### src/rtl/alu_operand_stage.sv
// Operand/result stage around a combinational ALU: request FIFO, then Y-load / execute / Z-capture sequencing.
// Latency: a request accepted into an empty FIFO while idle gives rsp_valid two edges later; one result per 2 cycles.
// Backpressure: req_ready drops when the FIFO is full; a stalled response (rsp_ready=0) holds Z and stops popping.
module alu_operand_stage #(
  parameter int DATA_W     = 32,
  parameter int OP_W       = 5,
  parameter int FIFO_DEPTH = 2,
  parameter int NUM_OPS    = 16
) (
  input  logic                clk,
  input  logic                clear,
  input  logic                req_valid,
  output logic                req_ready,
  input  logic [DATA_W-1:0]   req_a,
  input  logic [DATA_W-1:0]   req_b,
  input  logic [OP_W-1:0]     req_op,
  output logic [DATA_W-1:0]   alu_a,
  output logic [DATA_W-1:0]   alu_b,
  output logic [OP_W-1:0]     alu_op,
  input  logic [2*DATA_W-1:0] alu_res,
  input  logic                alu_cout,
  output logic                rsp_valid,
  input  logic                rsp_ready,
  output logic [DATA_W-1:0]   z_hi,
  output logic [DATA_W-1:0]   z_lo,
  output logic                z_cout,
  output logic                rsp_err
);

  typedef struct packed {
    logic [DATA_W-1:0] a;
    logic [DATA_W-1:0] b;
    logic [OP_W-1:0]   op;
  } req_t;

  typedef enum logic [1:0] {IDLE, EXEC, HOLD} state_t;

  localparam int PTR_W = (FIFO_DEPTH > 1) ? $clog2(FIFO_DEPTH) : 1;
  localparam int CNT_W = $clog2(FIFO_DEPTH + 1);

  // Request FIFO: pointers wrap naturally since the depth is a power of two.
  req_t             fifo_mem [FIFO_DEPTH];
  logic [PTR_W-1:0] wr_ptr, rd_ptr;
  logic [CNT_W-1:0] fifo_cnt;
  logic             fifo_push, fifo_pop, fifo_rd_vld;
  req_t             req_dat, head;

  assign req_dat     = '{a: req_a, b: req_b, op: req_op};
  assign req_ready   = (fifo_cnt != CNT_W'(FIFO_DEPTH));
  assign fifo_rd_vld = (fifo_cnt != '0);
  assign fifo_push   = req_valid & req_ready;
  assign head        = fifo_mem[rd_ptr];

  always_ff @(posedge clk) begin
    if (clear) begin
      wr_ptr   <= '0;
      rd_ptr   <= '0;
      fifo_cnt <= '0;
    end else begin
      if (fifo_push) wr_ptr <= wr_ptr + PTR_W'(1);
      if (fifo_pop)  rd_ptr <= rd_ptr + PTR_W'(1);
      if (fifo_push && !fifo_pop)      fifo_cnt <= fifo_cnt + CNT_W'(1);
      else if (fifo_pop && !fifo_push) fifo_cnt <= fifo_cnt - CNT_W'(1);
    end
  end

  always_ff @(posedge clk) begin
    if (fifo_push) fifo_mem[wr_ptr] <= req_dat;
  end

  state_t            state_q, state_d;
  logic              load, capture, illegal;
  logic [DATA_W-1:0] y_q, b_q;
  logic [OP_W-1:0]   op_q;

  always_comb begin
    state_d   = state_q;
    fifo_pop  = 1'b0;
    load      = 1'b0;
    capture   = 1'b0;
    rsp_valid = 1'b0;
    case (state_q)
      IDLE: begin
        if (fifo_rd_vld) begin
          fifo_pop = 1'b1;
          load     = 1'b1;
          state_d  = EXEC;
        end
      end
      EXEC: begin
        capture = 1'b1;
        state_d = HOLD;
      end
      HOLD: begin
        rsp_valid = 1'b1;
        if (rsp_ready) begin
          // Back-to-back: consume and launch the next operation in one edge.
          if (fifo_rd_vld) begin
            fifo_pop = 1'b1;
            load     = 1'b1;
            state_d  = EXEC;
          end else begin
            state_d = IDLE;
          end
        end
      end
      default: state_d = IDLE;
    endcase
  end

  assign illegal = ({1'b0, op_q} >= (OP_W+1)'(NUM_OPS));

  always_ff @(posedge clk) begin
    if (clear) begin
      state_q <= IDLE;
      y_q     <= '0;
      b_q     <= '0;
      op_q    <= '0;
      z_hi    <= '0;
      z_lo    <= '0;
      z_cout  <= 1'b0;
      rsp_err <= 1'b0;
    end else begin
      state_q <= state_d;
      if (load) begin
        y_q  <= head.a;
        b_q  <= head.b;
        op_q <= head.op;
      end
      if (capture) begin
        if (illegal) begin
          z_hi    <= '0;
          z_lo    <= '0;
          z_cout  <= 1'b0;
          rsp_err <= 1'b1;
        end else begin
          {z_hi, z_lo} <= alu_res;
          z_cout       <= alu_cout;
          rsp_err      <= 1'b0;
        end
      end
    end
  end

  // ALU inputs come straight from registers, so they only change on a load.
  assign alu_a  = y_q;
  assign alu_b  = b_q;
  assign alu_op = op_q;

endmodule
### config.mk
export PLATFORM = sky130hd
export DESIGN_NAME = alu_operand_stage
export DESIGN_NICKNAME = d
export VERILOG_FILES = /design/src/rtl/alu_operand_stage.sv
export SDC_FILE = /design/constraint.sdc
export NUM_CORES = 1
export LEC_CHECK = 0
export BUFFER_PORTS_ARGS = -buffer_cell sky130_fd_sc_hd__buf_2
export CAP_MARGIN = 5
export CORE_MARGIN = 10
export CORE_UTILIZATION = 59
export CTS_BUF_LIST = sky130_fd_sc_hd__clkbuf_2
export DETAILED_ROUTE_END_ITERATION = 6
export GPL_TIMING_DRIVEN = 1
export PLACE_DENSITY = 0.95
export SLEW_MARGIN = 40
export SYNTH_ARGS = -nofsm -noshare
export SYNTH_HDL_FRONTEND = slang
export SYNTH_SLANG_ARGS = --single-unit
export TNS_END_PERCENT = 30
### constraint.sdc
create_clock -name clk -period 6.1 [get_ports clk]
set_input_delay 0.305 -clock clk [delete_from_list [all_inputs] [get_ports clk]]
set_output_delay 0.305 -clock clk [all_outputs]
set_load 0.005 [all_outputs]
==> metrics.md, run 1 <==
| Metric | Value |
|---|---|
| Status | `finished clean` |
| Biggest cell delay along the critical path | `0.69 ns` |
| Port Buffer Count | `between 200 and 300` |
| Cell at the root of the clock tree | `sky130_fd_sc_hd__clkbuf_2` |
| Clock sink count | `279` |
| Required time of the worst setup path | `6.74 ns` |
| Total vias in the final route | `8,574` |
| Area of the core | `0.0174 mm2` |
| Clock-pin slew on the worst setup and hold paths | `0.10 ns` |
| First DRT Iteration DRCs | `664` |
| Number of buffers created by CTS | `just over 70` |
| Post-CTS resize count | `0` |
| P&R area growth vs syn | `33.1%` |
| Clock latency at the later pin of the worst-skew pair | `0.85 ns` |
| Vias per inst | `5.78` |
| Switching power share of the total | `37.5%` |
| Placed wire-length estimate | `approximately 18,000 um` |
| Critical register-to-register path startpoint | `fifo_cnt[0]$_SDFFE_PP0P_` |
| Fraction of layout cells with a size suffix above 1 | `38.0%` |
| Endpoint kind of the worst setup timing path | `register` |
| Number of antenna violations at the first check in global routing | `0` |
| Type of element launching the critical path | `register` |
| Top_reg_cell synth | `sky130_fd_sc_hd__dfxtp_1` |
| Drt drc | `0` |
| Reg-to-reg endpoint | `rd_ptr$_SDFFE_PP0P_` |
| End point of the most critical hold path | `alu_b[31]$_SDFFE_PP0P_` |
| Count of nets left with antenna violations after detail routing | `0` |
| Post-synth cell types | `27` |
| Largest voltage drop on the vdd net | `0.297 mV` |
| Via count of the first global-routing pass | `8,994` |
| FMAX | `0.323 GHz` |
| Average size of a mapped cell | `roughly 13 um2` |
| Hold violation total from the final report | `0` |
| Synthesized cell area | `0.0105 mm2` |
| RSZ-0062 raised after global routing | `no` |
| Maximum fanout along the worst path | `70` |
| Max H-tree Level | `3` |
| Int Pwr | `3.89 mW` |
| Wire length of the first global-routing pass | `51,600 um` |
| Class of the most critical hold timing path | `input pin to register` |
| Max-slew violation count | `0` |
| Maximum clock insertion buffer count | `3` |
| Post-layout minimum cycle time | `3.10 ns` |
| Gate Count Post-Synth | `780` |
| Reg2Reg Depth | `5` |
| Kind of critical path | `register to register` |
| Cell with the most instances after synthesis | `sky130_fd_sc_hd__dfxtp_1` |
| Slowest stage cell on the critical path | `sky130_fd_sc_hd__and2_4` |
| Kind of cell adding the most delay to the critical path | `buffers and inverters` |
| Worst Path Buf+Inv | `2` |
| Setup-violating endpoint count in the final report | `0` |
| Max-slew headroom | `~40%` |
| Synthesis Warnings | `0` |
| EDFF count, synth | `roughly 140` |
| Count of max-cap constraint violations | `0` |
| Switching power summed over all nets | `2.34 mW` |
| Total negative slack for setup checks | `0 ns` |
| Effective utilization at floorplan | `60.3%` |
| Maximum number of pins on one net before global-route repair | `between 90 and 100` |
| Data arrival time at the worst-slack endpoint | `3.73 ns` |
| Worst reg2reg setup slack | `3.00 ns` |
| Wire length after detailed routing | `33,500 um` |
| Final Net Count | `roughly 1,300` |
| Die area | `0.0235 mm2` |
| Total of flip-flops plus latches after synthesis | `~280` |
| Share of synthesized area occupied by flip-flops and latches | `66.5%` |
| GPL Wtd Cong | `0.832` |
| Fin Clk Skew | `0.104 ns` |
| Worst path most repeated cell | `sky130_fd_sc_hd__buf_4` |
| Leakage power | `5.55 nW` |
| Power Dens Cells | `448 mW/mm2` |
| Largest area contributor in the netlist | `sky130_fd_sc_hd__edfxtp_1` |
| Worst hold start | `clear` |
| Vertical die dimension | `153 um` |
| Worst Tran Pin Value | `~0.88 ns` |
| Avg WL per Cell | `around 23 um` |
| Ranking of synthesized cells by instance count | `sky130_fd_sc_hd__dfxtp_1 (141), sky130_fd_sc_hd__a21oi_1 (138), sky130_fd_sc_hd__edfxtp_1 (138), sky130_fd_sc_hd__a211oi_2 (69), sky130_fd_sc_hd__mux2i_1 (69)` |
| GRT overflow | `0` |
| Detailed-router iteration count before antenna repair | `5` |
| Share of power burned in combinational logic | `35.1%` |
| Part of the power in the clock network | `21.4%` |
| Power Total | `6.23 mW` |
| Total of fill cells in the finished design | `873` |
| Asr flop ratio synth | `0%` |
| Top cells by area in the synthesized netlist | `sky130_fd_sc_hd__edfxtp_1 (40%), sky130_fd_sc_hd__dfxtp_1 (27%), sky130_fd_sc_hd__a211oi_2 (8.2%), sky130_fd_sc_hd__a21oi_1 (6.6%), sky130_fd_sc_hd__mux2i_1 (6.6%)` |
| Flop pwr share | `43.5%` |
| Io pins | `275` |
| Combined global-route utilization of all metal layers | `between 20% and 30%` |
| Chip width | `153 um` |
| TritonCTS clock tree | `done` |
| Period utilisation layout | `50.7%` |
| Post-Syn Nets | `919` |
| Number of standard-cell rows in the floorplan | `between 40 and 50` |
| Hold path depth | `2` |
| Chain of cells forming the critical path | `o21ba_2, buf_4, and2_4, buf_4, mux2_1` |
| Antenna fix cells | `0` |
| Post-synth top area share | `slightly below 40%` |
layout by cell type, fill, tap and decap left out, types with 3 or more instances in the layout:
master and instances:
sky130_fd_sc_hd__a211oi_2 69, sky130_fd_sc_hd__a21oi_1 138, sky130_fd_sc_hd__buf_2 273, sky130_fd_sc_hd__buf_4 8, sky130_fd_sc_hd__clkbuf_2 111, sky130_fd_sc_hd__clkinv_1 12, sky130_fd_sc_hd__dfxtp_1 140, sky130_fd_sc_hd__dlygate4sd3_1 136
sky130_fd_sc_hd__edfxtp_1 138, sky130_fd_sc_hd__inv_2 3, sky130_fd_sc_hd__mux2i_1 69, sky130_fd_sc_hd__nand2_1 67, sky130_fd_sc_hd__nand3b_1 66, sky130_fd_sc_hd__nor2_1 3
registers in the layout (all words and copies together) (netlist names):
name      cells
z_cout        1
z_hi         32
alu_b        32
rd_ptr        1
fifo_cnt      2
state_q       2
z_lo         32
alu_op        5
wr_ptr        1
rsp_err       1
fifo_mem    138
alu_a        32
stage by stage:
stage / area, um2 / instances / hold WS (ns) / utilization [%] / setup WS [ns]
after global routing: 13900 / 1484 / 0.0392 / 80.3 / 2.92
after floorplan: 10500 / 780 / 0.404 / - / 3.41
final: 13900 / 1484 / 0.0904 / 80.3 / 3.00
after CTS: 13900 / 1484 / 0.0260 / 80.3 / 3.05
after detailed placement: 11900 / 1220 / 0.442 / 68.5 / 3.07
after global placement: 11900 / 1219 / 0.435 / 68.3 / 3.14
worst max path at each step:
| stage | start | to | cells after the start |
|---|---|---|---|
| finish | fifo_cnt[0]$_SDFFE_PP0P_ | rd_ptr$_SDFFE_PP0P_ | 5 |
| global route | fifo_cnt[0]$_SDFFE_PP0P_ | rd_ptr$_SDFFE_PP0P_ | 5 |
| floorplan | fifo_cnt[0]$_SDFFE_PP0P_ | fifo_mem[1][0]$_DFFE_PP_ | 2 |
| CTS | fifo_cnt[0]$_SDFFE_PP0P_ | rd_ptr$_SDFFE_PP0P_ | 5 |
| global placement | state_q[0]$_SDFFE_PP0P_ | rd_ptr$_SDFFE_PP0P_ | 5 |
| detailed placement | fifo_cnt[0]$_SDFFE_PP0P_ | rd_ptr$_SDFFE_PP0P_ | 5 |
logic make-up after synthesis:
logic type                 after synthesis  share of synthesized area [%]
AOI/OAI and AO/OA                      210                           15.1
xor gates and xnor gates                 2                          0.167
adders and majority gates                1                          0.119
buffers and inverters                   71                           3.47
DFF                                    279                           66.5
muxes                                   70                           6.70
and+or+nand+nor                        147                           7.92
area by class of cell:
| class | count | area, um2 | share of cell area, % |
|---|---|---|---|
| inverters | 2 | 7.51 | 0.0539 |
| repair buffers | 420 | 2830 | 20.3 |
| clock buffers | 111 | 556 | 3.99 |
| flip-flops and latches | 279 | 6970 | 50.0 |
| clock inverters | 17 | 124 | 0.889 |
| well taps | 225 | 282 | 2.02 |
| multi-input cells | 430 | 3160 | 22.7 |
power by group through the flow:
stage               clock (mW)  combinational, mW  sequential, mW
floorplan                    0               1.45            2.66
global placement             0               1.97            2.70
detailed placement           0               2.05            2.71
CTS                       1.32               2.13            2.67
global route              1.45               2.35            2.73
finish                    1.34               2.19            2.71
per-layer routing:
layer	wire length [um]	share of wire, %	track usage (%)	vias up
met4	994	3.0	9.85	0
met2	16500	49	45.5	631
met5	0	0	0	-
met3	3810	11	9.51	72
met1	12200	36	31.7	4107
li1	-	-	-	3764
timing repair:
action	in CTS	in global routing
endpoints found under the hold margin	205	0
setup buffers	0	0
hold buffers	136	0
No activity file was read; power rests on OpenSTA's default activity.
==> inputs of run 2 (changes only) <==
Settings changed: ABC_AREA from default to 1, CORE_UTILIZATION 59 to 54, PLACE_DENSITY 0.95 to 0.93.
Clock period 6.1 ns to 3.2 ns, I/O delays scaled along.
==> run 2 against run 1 <==
  * Flip-flop and latch count unchanged
  * Combinational power increased by 83%
  * Die area increased by 7.0%
  * Non-clock buffer count increased by 50
  * Synthesized cell count increased by 44%
  * Via count increased by 12%
  * Clock skew decreased by 0.0075 ns
  * Clock-buffer cell count decreased by 12
  * Fmax increased by 32%
  * Critical path type unchanged
  * Highest routed layer unchanged
==> metrics.md, run 2 <==
| Metric | Value |
|---|---|
| Status | `finished clean` |
| P&R area growth vs syn | `39.0%` |
| Required time of the worst setup path | `3.96 ns (-2.78 ns)` |
| Top library cells by usage in the layout, fill and taps aside | `sky130_fd_sc_hd__nand2_1 (485), sky130_fd_sc_hd__buf_2 (274), sky130_fd_sc_hd__dlygate4sd3_1 (184)` |
| Count of nets left with antenna violations after detail routing | `0 (unchanged)` |
| Top cells by area in the synthesized netlist | `sky130_fd_sc_hd__edfxtp_1 (40%), sky130_fd_sc_hd__dfxtp_1 (27%), sky130_fd_sc_hd__nand2_1 (18%), sky130_fd_sc_hd__nor2_1 (5.3%), sky130_fd_sc_hd__a21oi_1 (3.3%)` |
| Wire length after detailed routing | `33,300 um (-0.53%)` |
| Largest area contributor in the netlist | `sky130_fd_sc_hd__edfxtp_1` |
| Largest voltage drop on the vdd net | `0.671 mV (+130%)` |
| Flip-flop count of the largest register, all copies and words added | `138 (unchanged)` |
| Synthesized cell area | `0.0104 mm2 (-1.1%)` |
| Post-Syn Nets | `1,266 (+38%)` |
| Top_reg_cell synth | `sky130_fd_sc_hd__dfxtp_1` |
| Count of max-cap constraint violations | `0 (unchanged)` |
| Fraction of layout cells with a size suffix above 1 | `24.6% (-13 points)` |
| Average size of a mapped cell | `9.19 um2 (-32%)` |
| Worst Tran Pin Value | `0.786 ns (-0.0963 ns)` |
| Sequential cell area | `0.00697 mm2 (about the same)` |
| Cell area after placement | `0.0118 mm2 (-0.44%)` |
| Placed wire-length estimate | `18,300 um (+4.6%)` |
| Vias per inst | `5.04 (-13%)` |
| Max-slew headroom | `47.5% (+6.3 points)` |
| Post-layout minimum cycle time | `2.34 ns (-0.754 ns)` |
| Endpoint kind of the worst setup timing path | `register` |
| Data arrival time at the worst-slack endpoint | `3.11 ns (-0.62 ns)` |
| FMAX | `0.427 GHz (+32%)` |
| Maximum fanout along the worst path | `48 (-31%)` |
| Leakage power | `6.96 nW (+25%)` |
| Number of buffers created by CTS | `69 (-2.8%)` |
| Post-synth top area share | `40.0% (+0.44 points)` |
| First DRT Iteration DRCs | `689 (+3.8%)` |
| Class of the most critical hold timing path | `input pin to register` |
| Worst hold start | `req_a[13]` |
| Ranking of synthesized cells by instance count | `sky130_fd_sc_hd__nand2_1 (486), sky130_fd_sc_hd__nor2_1 (147), sky130_fd_sc_hd__dfxtp_1 (141), sky130_fd_sc_hd__edfxtp_1 (138), sky130_fd_sc_hd__inv_1 (76)` |
| Vertical die dimension | `158 um (+3.4%)` |
| Maximum number of pins on one net before global-route repair | `142 (+43%)` |
| GRT overflow | `0 (unchanged)` |
| Number of standard-cell rows in the floorplan | `50 (+4.2%)` |
| Via count of the first global-routing pass | `9,823 (+9.2%)` |
| TritonCTS clock tree | `done` |
| Slowest stage cell on the critical path | `sky130_fd_sc_hd__dlygate4sd3_1` |
| Port Buffer Count | `274 (unchanged)` |
| Cell at the root of the clock tree | `sky130_fd_sc_hd__clkbuf_2` |
| Max-slew violation count | `0 (unchanged)` |
| Max H-tree Level | `3 (unchanged)` |
| Chip width | `158 um (+3.4%)` |
| Clock-pin slew on the worst setup and hold paths | `0.13 ns (+0.03 ns)` |
| Combined global-route utilization of all metal layers | `25.5% (-1.7 points)` |
| Setup-violating endpoint count in the final report | `0 (unchanged)` |
| Clock latency at the later pin of the worst-skew pair | `0.83 ns (-0.02 ns)` |
| Effective utilization at floorplan | `55.2% (-5.2 points)` |
| Total of fill cells in the finished design | `1,115 (+28%)` |
| Avg WL per Cell | `17.5 um (-23%)` |
| Combined area of the multi-input logic cells | `0.00280 mm2 (-11%)` |
| Fin Clk Skew | `0.0967 ns (-0.00746 ns)` |
| Maximum clock insertion buffer count | `3 (unchanged)` |
| Number of antenna violations at the first check in global routing | `6 (+6)` |
| Critical register-to-register path startpoint | `state_q[1]$_SDFFE_PP0P_` |
| Post-synth cell types | `19 (-30%)` |
| Total vias in the final route | `9,611 (+12%)` |
| Detailed-router iteration count before antenna repair | `5 (unchanged)` |
| Area of the core | `0.0188 mm2 (+8.1%)` |
| Die area | `0.0251 mm2 (+7.0%)` |
| Share of synthesized area occupied by flip-flops and latches | `67.3% (+0.75 points)` |
| Wire length of the first global-routing pass | `50,900 um (-1.4%)` |
| GPL Wtd Cong | `0.808 (-2.9%)` |
| Period utilisation layout | `73.2% (+22 points)` |
| Chain of cells forming the critical path | `inv_1, nand2_2, nor2_4, buf_4, nand2_1, a21oi_1, dlygate4sd3_1` |
| Drt drc | `0 (unchanged)` |
| Type of element launching the critical path | `register` |
| Leading cell type in the layout, fill and taps excluded | `sky130_fd_sc_hd__nand2_1` |
| Gate Count Post-Synth | `1,127 (+44%)` |
| Synthesis Warnings | `0 (unchanged)` |
| Launch point of the critical path | `state_q[1]$_SDFFE_PP0P_` |
| Io pins | `275 (unchanged)` |
| Power Dens Cells | `808 mW/mm2 (+81%)` |
| Final Net Count | `1,748 (+30%)` |
| Power Total | `11.6 mW (+87%)` |
| RSZ-0062 raised after global routing | `no` |
| Hold violation total from the final report | `0 (unchanged)` |
| Post-CTS resize count | `0 (unchanged)` |
| Cell with the most instances after synthesis | `sky130_fd_sc_hd__nand2_1` |
| Total non-filler cell area in the finished layout | `0.0144 mm2 (+3.3%)` |
| Total of flip-flops plus latches after synthesis | `279 (unchanged)` |
| Biggest cell delay along the critical path | `0.57 ns (-0.12 ns)` |
| Clock sink count | `279 (unchanged)` |
| EDFF count, synth | `138 (unchanged)` |
| Largest register by flop count | `fifo_mem` |
| Asr flop ratio synth | `0% (unchanged)` |
| Kind of critical path | `register to register` |
-- run 2: cell types whose count changed after synthesis, moves of 66 or more --
cell	before	now
sky130_fd_sc_hd__nand2_1	67	486
sky130_fd_sc_hd__mux2i_1	69	0
sky130_fd_sc_hd__a211oi_2	69	0
sky130_fd_sc_hd__inv_1	1	76
sky130_fd_sc_hd__a21oi_1	138	68
sky130_fd_sc_hd__nor2_1	3	147
sky130_fd_sc_hd__nand3b_1	66	0
-- run 2: path summary, 6_finish.rpt --
path                                                   to  slack [ns]  depth (start not counted)
worst max-delay path                z_lo[15]$_SDFFE_PP0N_        0.86                          7
worst min-delay path            fifo_mem[0][50]$_DFFE_PP_        0.05                          2
worst max register to register      z_lo[15]$_SDFFE_PP0N_        0.86                          7
worst min register to register      z_hi[23]$_SDFFE_PP0N_        0.47                          2
-- run 2: per-layer routing --
| layer | vias to the layer above | track usage [%] | wire length (um) |
|---|---|---|---|
| li1 | 4508 | - | - |
| met1 | 4378 | 26.8 | 11600 |
| met2 | 607 | 44.1 | 16700 |
| met3 | 118 | 8.47 | 3580 |
| met4 | 0 | 14.7 | 1440 |
| met5 | - | 0 | 0 |
-- run 2: kinds of logic after synthesis --
kind of cell | count (synthesis) | synth area share [%]
and+or+nand+nor | 637 | 23.2
DFF | 279 | 67.3
adders and majority gates | 1 | 0.121
buffers and inverters | 139 | 5.93
AOI/OAI and AO/OA | 71 | 3.46
-- run 2: layout make-up --
| cell class | count | share of cell area (%) |
|---|---|---|
| Inverter | 80 | 2.09 |
| Clock buffer | 99 | 3.44 |
| Timing Repair Buffer | 470 | 23.0 |
| Sequential cell | 279 | 48.4 |
| Multi-Input combinational cell | 709 | 19.5 |
| Antenna cell | 8 | 0.139 |
| Clock inverter | 28 | 1.40 |
| Tap cell | 234 | 2.03 |
-- run 2: what timing repair did --
item / CTS / global route
endpoints found under the hold margin: 245 / 1
hold buffers: 183 / 1
buffers inserted: 0 / 0
-- run 2: stage by stage --
| stage | util, % | setup slack, ns | std cells | hold slack, ns | TNS, ns |
|---|---|---|---|---|---|
| finish | 76.7 | 0.859 | 1907 | 0.0545 | 0 |
| global route | 76.7 | 0.746 | 1905 | 0.00698 | 0 |
| CTS | 76.5 | 0.996 | 1898 | 0.00108 | 0 |
| detailed placement | 63.1 | 1.27 | 1588 | 0.352 | 0 |
| global placement | 63.1 | 1.34 | 1588 | 0.348 | 0 |
| floorplan | - | -0.945 | 1127 | 0.259 | -65.17 |
-- run 2: power by group --
group	switching, mW	total, mW	internal, mW
clock network	1.50	2.59	1.09
logic	2.53	4.00	1.48
registers	0.424	5.05	4.62
total	4.45	11.6	7.19
-- run 2: worst max-delay path: cells and delay by family, from the launching register on --
| family | cells | cell delay (ns) |
|---|---|---|
| flops | 1 | 0.32 |
| compound gates | 1 | 0.22 |
| buf+inv | 3 | 1.18 |
| simple gates | 3 | 0.61 |
